<file path="src/rtl/mem_port_arbiter.sv">
// Arbitrates the single CPU memory port between instruction fetch and data access.
// Optional MEM_ARB_FAIR_EN: alternate grants on simultaneous requests (default: data wins).
module mem_port_arbiter #(
  parameter int unsigned WORD_SIZE = 16,
  parameter int unsigned TIMEOUT   = 255
) (
  input  logic                 clk,
  input  logic                 reset_n,
  input  logic                 if_req,
  input  logic [WORD_SIZE-1:0] if_addr,
  output logic                 if_ack,
  output logic [WORD_SIZE-1:0] if_data,
  input  logic                 d_req,
  input  logic                 d_we,
  input  logic [WORD_SIZE-1:0] d_addr,
  input  logic [WORD_SIZE-1:0] d_wdata,
  output logic                 d_ack,
  output logic [WORD_SIZE-1:0] d_rdata,
  output logic                 mem_read,
  output logic                 mem_write,
  output logic [WORD_SIZE-1:0] mem_addr,
  output logic [WORD_SIZE-1:0] mem_wdata,
  input  logic [WORD_SIZE-1:0] mem_rdata,
  input  logic                 mem_ready,
  output logic                 busy,
  output logic                 timeout_err
);

  localparam int unsigned CNT_W = 8;
  localparam logic [CNT_W-1:0] CNT_LAST = CNT_W'(TIMEOUT - 1);

  localparam logic [1:0] IDLE   = 2'd0;
  localparam logic [1:0] ACCESS = 2'd1;
  localparam logic [1:0] RESP   = 2'd2;

  localparam logic OWNER_IF = 1'b0;
  localparam logic OWNER_D  = 1'b1;

  logic [1:0]           state_q, state_nxt;
  logic                 owner_q, owner_nxt;
  logic                 we_q, we_nxt;
  logic [CNT_W-1:0]     cnt_q, cnt_nxt;
  logic                 done;
  logic                 grant_d;

  logic                 if_ack_nxt, d_ack_nxt;
  logic [WORD_SIZE-1:0] if_data_nxt, d_rdata_nxt;
  logic                 mem_read_nxt, mem_write_nxt;
  logic [WORD_SIZE-1:0] mem_addr_nxt, mem_wdata_nxt;
  logic                 busy_nxt, timeout_err_nxt;

`ifdef MEM_ARB_FAIR_EN
  logic last_grant_q;

  // On contention, grant whichever requester was not served last.
  always_comb begin
    grant_d = d_req && (!if_req || (last_grant_q == OWNER_IF));
  end

  always_ff @(posedge clk or negedge reset_n) begin
    if (!reset_n) begin
      last_grant_q <= OWNER_IF;
    end else if ((state_q == IDLE) && (if_req || d_req)) begin
      last_grant_q <= grant_d ? OWNER_D : OWNER_IF;
    end
  end
`else
  always_comb begin
    grant_d = d_req;
  end
`endif

  // Next-state and next-output logic.
  always_comb begin
    state_nxt       = state_q;
    owner_nxt       = owner_q;
    we_nxt          = we_q;
    cnt_nxt         = cnt_q;
    done            = 1'b0;
    if_ack_nxt      = 1'b0;
    d_ack_nxt       = 1'b0;
    if_data_nxt     = if_data;
    d_rdata_nxt     = d_rdata;
    mem_read_nxt    = mem_read;
    mem_write_nxt   = mem_write;
    mem_addr_nxt    = mem_addr;
    mem_wdata_nxt   = mem_wdata;
    timeout_err_nxt = timeout_err;

    case (state_q)
      IDLE: begin
        if (if_req || d_req) begin
          state_nxt = ACCESS;
          cnt_nxt   = '0;
          if (grant_d) begin
            owner_nxt     = OWNER_D;
            we_nxt        = d_we;
            mem_addr_nxt  = d_addr;
            mem_wdata_nxt = d_wdata;
            mem_read_nxt  = !d_we;
            mem_write_nxt = d_we;
          end else begin
            owner_nxt     = OWNER_IF;
            we_nxt        = 1'b0;
            mem_addr_nxt  = if_addr;
            mem_wdata_nxt = '0;
            mem_read_nxt  = 1'b1;
            mem_write_nxt = 1'b0;
          end
        end
      end

      ACCESS: begin
        if (mem_ready) begin
          done = 1'b1;
          if (!we_q) begin
            if (owner_q == OWNER_D) d_rdata_nxt = mem_rdata;
            else                    if_data_nxt = mem_rdata;
          end
        end else if (cnt_q == CNT_LAST) begin
          // Stalled too long: abort and return zero read data.
          done            = 1'b1;
          timeout_err_nxt = 1'b1;
          if (!we_q) begin
            if (owner_q == OWNER_D) d_rdata_nxt = '0;
            else                    if_data_nxt = '0;
          end
        end else begin
          cnt_nxt = cnt_q + 1'b1;
        end

        if (done) begin
          state_nxt     = RESP;
          mem_read_nxt  = 1'b0;
          mem_write_nxt = 1'b0;
          if (owner_q == OWNER_D) d_ack_nxt  = 1'b1;
          else                    if_ack_nxt = 1'b1;
        end
      end

      RESP: begin
        state_nxt = IDLE;
        cnt_nxt   = '0;
      end

      default: begin
        state_nxt     = IDLE;
        cnt_nxt       = '0;
        mem_read_nxt  = 1'b0;
        mem_write_nxt = 1'b0;
      end
    endcase

    busy_nxt = (state_nxt == ACCESS) || (state_nxt == RESP);
  end

  // State and registered outputs.
  always_ff @(posedge clk or negedge reset_n) begin
    if (!reset_n) begin
      state_q     <= IDLE;
      owner_q     <= OWNER_IF;
      we_q        <= 1'b0;
      cnt_q       <= '0;
      if_ack      <= 1'b0;
      d_ack       <= 1'b0;
      if_data     <= '0;
      d_rdata     <= '0;
      mem_read    <= 1'b0;
      mem_write   <= 1'b0;
      mem_addr    <= '0;
      mem_wdata   <= '0;
      busy        <= 1'b0;
      timeout_err <= 1'b0;
    end else begin
      state_q     <= state_nxt;
      owner_q     <= owner_nxt;
      we_q        <= we_nxt;
      cnt_q       <= cnt_nxt;
      if_ack      <= if_ack_nxt;
      d_ack       <= d_ack_nxt;
      if_data     <= if_data_nxt;
      d_rdata     <= d_rdata_nxt;
      mem_read    <= mem_read_nxt;
      mem_write   <= mem_write_nxt;
      mem_addr    <= mem_addr_nxt;
      mem_wdata   <= mem_wdata_nxt;
      busy        <= busy_nxt;
      timeout_err <= timeout_err_nxt;
    end
  end

endmodule

</file>
<file path="config.mk">
export PLATFORM = sky130hd
export DESIGN_NAME = mem_port_arbiter
export DESIGN_NICKNAME = d
export VERILOG_FILES = /design/src/rtl/mem_port_arbiter.sv
export SDC_FILE = /design/constraint.sdc
export NUM_CORES = 1
export LEC_CHECK = 0
export ABC_AREA = 0
export BUFFER_PORTS_ARGS = -buffer_cell sky130_fd_sc_hd__buf_2
export CAP_MARGIN = 30
export CORE_UTILIZATION = 43
export DETAILED_ROUTE_END_ITERATION = 16
export PLACE_DENSITY = 0.74
export SYNTH_ARGS = -nofsm -noshare
export SYNTH_HDL_FRONTEND = slang
export SYNTH_SLANG_ARGS = --single-unit
</file>
<file path="constraint.sdc">
create_clock -name clk -period 2.6 [get_ports clk]
set_input_delay 0.13 -clock clk [delete_from_list [all_inputs] [get_ports clk]]
set_output_delay 0.13 -clock clk [all_outputs]
set_load 0.005 [all_outputs]
</file>
; ---- Word level (Yosys, flattened, before mapping)
; Index checks and enable logic that the tools add are counted.
[op_classes]
add_sub_neg = 1
eq_ne = 9
mux = 38
bitwise_logic = 4
n_reduce_logical = 11
[op_table]
columns = cell, count
row1 = 16-bit two-way mux, 14
row2 = 8-bit two-way mux, 3
row3 = 8-bit case mux with 2 select lines, 1
row4 = 1-bit two-way mux, 15
row5 = 3-bit AND reduction, 3
row6 = 8-bit by 1-bit adder with 8-bit output (second input constant), 1
row7 = 8-bit == test (second input constant), 1
row8 = 2-bit != test (second input constant), 4
row9 = 4-bit AND reduction, 2
row10 = 1-bit case mux with 3 select lines, 2
row11 = 2-bit by 1-bit == test with 1-bit output (second input constant), 2
row12 = 2-bit == test (second input constant), 2
row13 = 2-bit two-way mux, 2
row14 = 1-bit NOT, 4
row15 = 2-bit case mux with 2 select lines, 1
row16 = 2-bit logical NOT, 1
row17 = 1-bit logical OR, 2
row18 = 2-bit AND reduction, 1
row19 = 2-bit nonzero test, 1
row20 = 1-bit logical NOT, 1
[totals]
register_bits = 82
inputBits = 70

; ---- Logic depth before layout (Yosys ltp)
; Gate-level depths: netlist of run 1.
[logic_depth]
ltp_word = 8
mapped_depth = 8

; ---- Worst setup path after synthesis of run 1
; Ideal clock, no wire load.
[synth_timing]
path_kind = register -> register
startpoint = reg cnt_q[0]
endpoint = reg if_data[0]
arrival_ns = 1.970
required_ns = 2.475
path_slack_ns = 0.505
stages_incl_launch_ff = 9
path_buffers = 2
period_less_slack_ns = 2.095
cell_sequence = dfrtp_1 > inv_1 > ha_1 > and4_4 > a21oi_4 > or4_4 > buf_6 > buf_12 > mux2_4
[synth_via]
elab_chain_len = 3
[synth_lines]
columns = element, line_no
row1 = "start, declared", 42  ; logic [CNT_W-1:0] cnt_q, cnt_nxt;
row2 = "start signal, assigned", 178  ; cnt_q <= cnt_nxt;
row3 = 8-bit == test, 120  ; end else if (cnt_q == CNT_LAST) begin
row4 = 2-bit nonzero test (no line), n/a
row5 = 4-bit AND reduction (no line), n/a
row6 = "end signal, assigned", 181  ; if_data <= if_data_nxt;
row7 = "end, declared", 12  ; output logic [WORD_SIZE-1:0] if_data,
; No other way between the ends.
; A chain may end at the register's enable or synchronous reset.

; ---- Worst setup path after layout of run 1
[layout_timing]
startpoint = reg cnt_q[0]
endpoint = reg if_data[13]
; Same word-level chain as after synthesis.

==> results of run 1 <==
==> routing by layer <==
layer / up-vias / GRT usage, %
li1: 1295 / -
met1: 1262 / 24.9
met2: 121 / 30.5
met3: 8 / 3.98
met4: 0 / 7.31
met5: - / 0
==> cells in the mapped netlist, types with 2 or more instances <==
cell type and count:
o21ai_0 20, or4_1 3, nand3_1 2, a211oi_1 2, mux2_4 10, and2_1 16
or3_1 3, and3_1 2, inv_1 3, ha_1 2, mux2i_1 18, mux2_2 22
buf_2 2, nor2_1 5, a22o_1 18, clkbuf_1 11, a21oi_1 6, nand2_1 25
dfrtp_1 82, o31ai_1 2
==> stage by stage <==
step	area, sq um	total power [W]	util (%)
floorplan	3570	0.00311	-
global route	4680	0.00520	59.4
detailed placement	4350	0.00387	55.2
global placement	4330	0.00379	54.9
CTS	4680	0.00489	59.4
finish	4680	0.00484	59.4
==> state kept, by name, summed over array words and instances (netlist names), 2 cells and up <==
name,flops
cnt_q,8
mem_addr,16
mem_wdata,16
d_rdata,16
if_data,16
state_q,2
==> cell usage in the layout (no fill, tap or decap), types with 2 or more instances in the layout <==
cell type,netlist,layout
nand2_1,25,25
a211oi_1,2,2
or3_1,3,3
o31ai_1,2,2
mux2i_1,18,18
dfrtp_1,82,82
and3_1,2,2
nor2_1,5,5
buf_4,0,5
and2_1,16,16
nand3_1,2,2
mux2_4,10,10
buf_2,2,138
a22o_1,18,18
dlygate4sd3_1,0,11
a21oi_1,6,6
bufinv_16,0,2
ha_1,2,2
or4_1,3,3
clkbuf_8,0,10
mux2_2,22,22
clkinv_2,0,2
o21ai_0,20,20
inv_1,3,3
==> cell families after synthesis <==
kind of cell	after synthesis	share of synthesized area, %
AOI/OAI and AO/OA	58	11.5
DFF	82	57.5
buffers and inverters	20	3.05
xor gates and xnor gates	1	0.245
and+or+nand+nor	67	10.8
muxes	50	16.2
adders and majority gates	2	0.701
==> power groups by stage <==
stage | combinational [W] | sequential, W | clock (W)
after detailed placement | 0.00169 | 0.00218 | 0
after global routing | 0.00186 | 0.00225 | 0.00109
after floorplan | 0.000941 | 0.00217 | 0
final | 0.00167 | 0.00217 | 0.00100
after CTS | 0.00170 | 0.00217 | 0.00103
after global placement | 0.00162 | 0.00217 | 0
==> cell type report <==
type                    count  share of cell area, %
multi-input cells         178                   30.1
clock buffers              11                   3.02
clock inverters             5                   1.66
flip-flops and latches     82                   43.8
well taps                 102                   2.73
repair buffers            155                   18.5
inverters                   3                  0.240
==> worst max-delay path by stage <==
stage	startpoint	to	slack (ps)	depth (start not counted)
final	cnt_q[0]	if_data[13]	450	6
after global routing	cnt_q[0]	if_data[5]	390	6
after CTS	cnt_q[0]	if_data[5]	450	6
after detailed placement	cnt_q[0]	if_data[5]	450	6
after global placement	cnt_q[0]	if_data[14]	520	6
after floorplan	cnt_q[0]	if_data[0]	500	8
==> impl_results.md, run 1 <==
- Status: finished, final reports clean
- Upper clock frequency limit: 0.466 GHz
- Post-route clock period utilization: 82.6%
- Main area contributors after synthesis: dfrtp_1, mux2_2, mux2i_1, a22o_1, mux2_4
- Layout fillers: 642
- Slowest stage delay, CP: 670 ps
- Sequential share of the synthesized area: 57.5%
- Post-route insts no fill: 536
- Max Cap Violations: 0
- PortBufs: 139
- Final Setup Violations: 0
- FF-to-FF setup slack: 450 ps
- Clk buf depth: 2
- # Post-CTS Setup Buffers: 0
- Synth cell types: 46
- Reg clk slew, reported paths: 80 ps
- EDFF count, synth: 0
- Initial Util: 45.2%
- Unrepaired setup endpoints after global routing: false
- Placed insts: 509
- WL per Instance: 14.5 um
- Initial antenna violation count: 0
- GRT Residual Overflow: 0
- Setup Skew: 6.75 ps
- Worst Hold Class: in2reg
- Cell accounting for the most synthesized area: dfrtp_1
- Avg Vias per Cell: 5.01
- Worst VDD drop: 0.000424 V
- Skew-Pair Late Insertion Delay: 340 ps
- DRC viols: 0
- WHS Path Cells: 2
- Hold Fails Final Rpt: 0
- Reg-to-Reg End: if_data[13]
- Clock Sinks: 82
- DIE WIDTH: 93.1 um
- Asr flop ratio synth: 100%
- CP startpoint kind: flip-flop
- Largest delay share family, worst path: simple AND/OR/NAND/NOR gates
- Synth top area share: 57.5%
- Worst Path Arrival: 2370 ps
- Layout cells sized above 1: 46.5%
- Post-Syn Nets: 352
- NumNets Final: 501
- Hold slack: 13.6 ps
- Post-CTS sizing: 0
- N_diodes: 0
- Bufs and invs on worst path: 1
- Detailed-route via count: 2686
- Multi-input gate area: 1410 sq um
- Power per Cell Area: 1030 nW/um^2
- Final WS setup: 452 ps
- FF-to-FF Start: cnt_q[0]
- Synth Instances: 280
- Count of standard-cell rows: 32
- Crit-path max FO: 16
- DRT antenna net count: 0
- Hold buffers post-CTS: 11
- 1st-pass router iterations: 4
- Worst EP required: 2820 ps
- Die H: 93.1 um
- Combinational share of power: 34.5%
- Post-synth top flop: dfrtp_1
- Cells along the critical path: inv_1 -> ha_1 -> and4_4 -> a21oi_4 -> or4_4 -> mux2_4
- Seq cells post-synth: 82
- Clk pwr share: 20.7%
- RePlAce Congestion: 0.766
- Root Driver: clkbuf_8
- Synth warnings: 0
- Setup_tns: 0 ps
- Pin count of the biggest net entering global routing: 52
- Syn Std Cell Area: 3570 sq um
- Die area: 8670 sq um
- Drt total wl: 7.79 mm
- Hold path start: d_wdata[1]
- Syn_area_per_cell: 12.7 sq um
- Net Switching: 0.00152 W
- Worst Setup Path Type: reg2reg
- Met3 routed WL: 529 um
- H-tree depth: 3
- Lkg Pwr: 2.44 nW
- Routed wire length on met2: 3.55 mm
- CORE AREA: 7890 sq um
- Int Pwr: 0.00332 W
- Rel. slew slack: 64.2%
- Register Area: 2050 sq um
- Net Sw Frac: 31.4%
- CTS buffer count: 9
- Area grow syn2layout: 31.2%
- Min Tclk post-route: 2150 ps
- CTS tree: done
- DP Wirelength: 5.38 mm
- Io pins: 140
- Hold EP: mem_wdata[1]
- Sequential Power Share: 44.8%
- Uppermost layer routed: met4
- 1st-iter DRT viols: 82
- Worst reg-to-reg path cell count: 6
- Global-route wire length before repair: 12.6 mm
- Number of global-route vias before repair: 2642
- Post-Route M1 WL: 3.62 mm
- Worst Tran Pin Value: 523 ps
- Crit-path slowest cell: or4_4
- Worst Setup End Kind: flip-flop
- Dpl ws: 454 ps
- Final Max Slew Viols: 0
- Gr usage total: 18.9%
No activity file was read; power rests on OpenSTA's default activity.
==> run 2: changes to the inputs <==
==> constraint.sdc (replaced) <==
create_clock -name clk -period 2.2 [get_ports clk]
set_input_delay 0.11 -clock clk [delete_from_list [all_inputs] [get_ports clk]]
set_output_delay 0.11 -clock clk [all_outputs]
set_load 0.005 [all_outputs]
==> impl_results.md, run 2 (same netlist as run 1, synthesis figures left out) <==
- Status: finished, final reports clean
- Max Cap Violations: 0
- NumNets Final: 514
- Number of global-route vias before repair: 2716
- Lkg Pwr: 2.48 nW
- PortBufs: 139
- Post-Route M1 WL: 3.66 mm
- CTS buffer count: 9
- Die area: 8670 sq um
- Worst reg-to-reg path cell count: 5
- Worst setup startpoint: cnt_q[1]
- DIE WIDTH: 93.1 um
- Min Tclk post-route: 2070 ps
- DP Wirelength: 5.64 mm
- Clk buf depth: 2
- Layout fillers: 664
- Rel. slew slack: 57.8%
- Post-CTS sizing: 0
- Pin count of the biggest net entering global routing: 50
- GRT Residual Overflow: 0
- Hold slack: 31.8 ps
- Dpl ws: 132 ps
- Upper clock frequency limit: 0.484 GHz
- 1st-iter DRT viols: 98
- Crit-path max FO: 16
- Critical path destination: if_data[12]
- Commonest non-fill, non-tap cell in the layout: buf_2
- Final Max Slew Viols: 0
- Worst Tran Pin Value: 633 ps
- Most frequent cells in the layout: buf_2, dfrtp_1, nand2_1
- Layout cells sized above 1: 47.0%
- Setup Skew: 14.7 ps
- Routed wire length on met2: 3.67 mm
- Die H: 93.1 um
- Uppermost layer routed: met4
- Worst Setup End Kind: flip-flop
- Avg Vias per Cell: 4.97
- Count of standard-cell rows: 32
- Area grow syn2layout: 33.7%
- RePlAce Congestion: 0.755
- Unrepaired setup endpoints after global routing: false
- Reg clk slew, reported paths: 80 ps
- Gr usage total: 19.8%
- Global-route wire length before repair: 13.1 mm
- Skew-Pair Late Insertion Delay: 350 ps
- FF-to-FF setup slack: 130 ps
- CORE AREA: 7890 sq um
- Final WS setup: 133 ps
- CP startpoint kind: flip-flop
- N_diodes: 0
- Initial antenna violation count: 0
- WL per Instance: 14.5 um
- Final Setup Violations: 0
- Setup_tns: 0 ps
- Root Driver: clkbuf_8
- Reg-to-Reg End: if_data[12]
- DRT antenna net count: 0
- CTS tree: done
- DRC viols: 0
- Io pins: 140
- Worst Hold Class: in2reg
- Worst EP required: 2430 ps
- Worst Setup Path Type: reg2reg
- Hold Fails Final Rpt: 0
- Worst VDD drop: 0.000486 V
- Drt total wl: 7.97 mm
- Post-route clock period utilization: 94.0%
- 1st-pass router iterations: 4
- Clock Sinks: 82
- FF-to-FF Start: cnt_q[1]
- Detailed-route via count: 2731
- H-tree depth: 3
- Initial Util: 45.2%
- Power per Cell Area: 1180 nW/um^2
- Worst Path Arrival: 2300 ps
- Met3 routed WL: 544 um
## run 2: cell types whose count changed in the layout (fill, tap and decap cells not counted), moves of 2 or more
cell	delta
clkinv_2	-2
buf_4	+6
dlygate4sd3_1	+6
bufinv_16	-2
buf_12	+2
clkinv_4	+3
## run 2: how the worst min path moves through the flow
stage,from,to,cells past startpoint
5_1_grt,d_we,we_q,2
4_1_cts,d_we,we_q,2
3_5_place_dp,reset_n,d_rdata[10],1
6_report,d_we,we_q,2
3_3_place_gp,reset_n,d_rdata[10],1
2_1_floorplan,reset_n,busy,0
## run 2: repair_timing
item | 4_1_cts | 5_1_grt
hold buffers | 17 | 0
hold endpoints to repair | 62 | 0
setup buffers | 0 | 0
setup endpoints to repair | 0 | 0
## run 2: critical path, cell delays in order (launching register included)
cell and delay, ps:
dfrtp_1 410, ha_1 170, and4_4 250, a21oi_4 100, or4_4 670, mux2_4 350
## run 2: through the flow
stage,std cells,util [%],power [W],cell area (sq um)
after floorplan,280,-,0.00368,3570
after global placement,516,55.9,0.00458,4410
after detailed placement,516,55.9,0.00466,4410
after CTS,549,60.5,0.00572,4770
after global routing,549,60.5,0.00609,4770
final,549,60.5,0.00565,4770
## run 2: cell type report
cell class | instances | area [sq um] | area share (%)
multi-input combinational | 178 | 1410 | 29.5
tap | 102 | 128 | 2.68
timing repair buffer | 168 | 983 | 20.6
clock buffer | 10 | 138 | 2.89
clock inverter | 6 | 50.0 | 1.05
inverter | 3 | 11.3 | 0.236
sequential | 82 | 2050 | 43.0
## run 2: power breakdown
| group | total (W) | switching, W | internal, W |
|---|---|---|---|
| clock network | 0.00101 | 0.000558 | 0.000450 |
| logic | 0.00211 | 0.000927 | 0.00118 |
| registers | 0.00253 | 0.000379 | 0.00215 |
## run 2: per-layer routing
layer / up-vias / GRT usage [%]
met2: 121 / 31.1
li1: 1321 / -
met5: - / 0
met1: 1280 / 26.2
met3: 9 / 4.63
met4: 0 / 8.08
==> run 3: changes to the inputs <==
--- a/config.mk
+++ b/config.mk
@@ -9,8 +9,10 @@
 export BUFFER_PORTS_ARGS = -buffer_cell sky130_fd_sc_hd__buf_2
 export CAP_MARGIN = 30
 export CORE_UTILIZATION = 43
+export CTS_CLUSTER_DIAMETER = 150
 export DETAILED_ROUTE_END_ITERATION = 16
 export PLACE_DENSITY = 0.74
+export REMOVE_ABC_BUFFERS = 1
 export SYNTH_ARGS = -nofsm -noshare
 export SYNTH_HDL_FRONTEND = slang
 export SYNTH_SLANG_ARGS = --single-unit
==> impl_results.md, run 3 (same netlist as run 1, synthesis figures left out) <==
- Commonest non-fill, non-tap cell in the layout: buf_2
- Largest delay share family, worst path: simple AND/OR/NAND/NOR gates
- Post-route clock period utilization: 94.7%
- Int Pwr: 0.00392 W
- Initial antenna violation count: 0
- Hold slack: 27.6 ps
- N_diodes: 0
- Rel. slew slack: 64.5%
- Reg clk slew, reported paths: 80 ps
- Hold path start: d_we
- Layout cells sized above 1: 47.3%
- 1st-iter DRT viols: 108
- Worst Path Arrival: 2310 ps
- GRT Residual Overflow: 0
- Clk pwr share: 19.3%
- FF-to-FF Start: cnt_q[0]
- 1st-pass router iterations: 6
- Gr usage total: 19.6%
- RePlAce Congestion: 0.867
- Cells along the critical path: inv_1 -> ha_1 -> and4_4 -> a21oi_4 -> buf_4 -> nor4b_4 -> buf_4 -> mux2_2
- Hold Fails Final Rpt: 0
- Worst Setup Path Type: reg2reg
- Clk buf depth: 2
- CORE AREA: 7890 sq um
- Initial Util: 45.2%
- Worst Setup End Kind: flip-flop
- Setup_tns: 0 ps
- DRC viols: 0
- Min Tclk post-route: 2080 ps
- Net Switching: 0.00187 W
- DIE WIDTH: 93.1 um
- Number of global-route vias before repair: 2642
- Status: finished, final reports clean
- Power per Cell Area: 1200 nW/um^2
- Final Max Slew Viols: 0
- Final Setup Violations: 0
- Setup Skew: 6.72 ps
- Max Cap Violations: 0
- Pin count of the biggest net entering global routing: 45
- Multi-input gate area: 1410 sq um
- Drt total wl: 8.11 mm
- Crit-path max FO: 6
- DP Wirelength: 5.76 mm
- Die H: 93.1 um
- Skew-Pair Late Insertion Delay: 340 ps
- Die area: 8670 sq um
- Lkg Pwr: 2.51 nW
- Root Driver: clkbuf_8
- Count of standard-cell rows: 32
- Worst setup startpoint: cnt_q[0]
- Unrepaired setup endpoints after global routing: false
- Detailed-route via count: 2740
- CTS tree: done
- Slowest stage delay, CP: 420 ps
- Most frequent cells in the layout: buf_2, dfrtp_1, nand2_1
- NumNets Final: 515
- Clock Sinks: 82
- Layout fillers: 647
- CTS buffer count: 9
- Avg Vias per Cell: 4.98
- Pwr Total: 0.00579 W
- Global-route wire length before repair: 13.0 mm
- Crit-path slowest cell: dfrtp_2
- Combinational share of power: 37.1%
- H-tree depth: 3
- CP startpoint kind: flip-flop
- Area grow syn2layout: 34.7%
- Upper clock frequency limit: 0.480 GHz
- Net Sw Frac: 32.4%
- Io pins: 140
- Sequential Power Share: 43.6%
- Register Area: 2050 sq um
- Worst Tran Pin Value: 520 ps
- WL per Instance: 14.7 um
- Worst Hold Class: in2reg
- PortBufs: 139
- Worst EP required: 2430 ps
- DRT antenna net count: 0
- Bufs and invs on worst path: 3
- Worst VDD drop: 0.000588 V
- FF-to-FF setup slack: 120 ps
- Cell repeated most along the worst path: buf_4
-- run 3: changes by cell type in the layout (fill, tap and decap cells not counted) --
| cell | before | now |
|---|---|---|
| dfrtp_2 | 0 | 1 |
| clkinvlp_4 | 2 | 1 |
| clkinv_2 | 0 | 1 |
| inv_8 | 0 | 1 |
| inv_6 | 1 | 2 |
| bufinv_16 | 0 | 1 |
| dfrtp_1 | 82 | 81 |
| buf_6 | 0 | 2 |
| clkinv_4 | 3 | 0 |
| buf_4 | 11 | 10 |
-- run 3: cell type report --
cell class	count	share of cell area (%)
Inverter	3	0.234
Timing Repair Buffer	169	20.8
Sequential cell	82	42.7
Multi-Input combinational cell	178	29.3
Clock buffer	10	2.86
Clock inverter	6	1.48
Tap cell	102	2.65
-- run 3: per-stage QoR --
stage / instance area, sq um / util (%) / setup WS, ps / cells
detailed placement: 4400 / 55.7 / 62.7 / 514
global route: 4810 / 60.9 / 12.5 / 550
CTS: 4780 / 60.5 / 50.1 / 547
global placement: 4400 / 55.7 / 150 / 514
finish: 4810 / 60.9 / 116 / 550
floorplan: 3470 / - / 60.1 / 263
-- run 3: per-layer routing --
| layer | routed length [um] | global-route usage [%] |
|---|---|---|
| met3 | 647 | 4.55 |
| met2 | 3680 | 30.8 |
| met4 | 74 | 6.79 |
| met5 | 0 | 0 |
| met1 | 3710 | 26.7 |
-- run 3: what timing repair did --
action / in CTS / in global routing
hold endpoints to repair: 54 / 0
setup endpoints to repair: 0 / 10
resized for setup: 0 / 4
buffers inserted: 0 / 2
hold buffers: 17 / 0
-- run 3: power groups by stage --
stage	registers (W)	logic, W	clock network (W)
6_report	0.00252	0.00215	0.00112
5_1_grt	0.00261	0.00238	0.00122
4_1_cts	0.00253	0.00212	0.00115
3_5_place_dp	0.00254	0.00211	0
3_3_place_gp	0.00253	0.00203	0
2_1_floorplan	0.00259	0.000994	0
-- run 3: path summary, 6_finish.rpt --
path | cells after the start | endpoint
min in group asynchronous | 2 | d_rdata[14]
hold reg to reg | 1 | timeout_err
setup / recovery | 8 | d_rdata[6]
max in group asynchronous | 3 | cnt_q[0]
setup reg to reg | 8 | d_rdata[6]
hold / removal | 2 | we_q
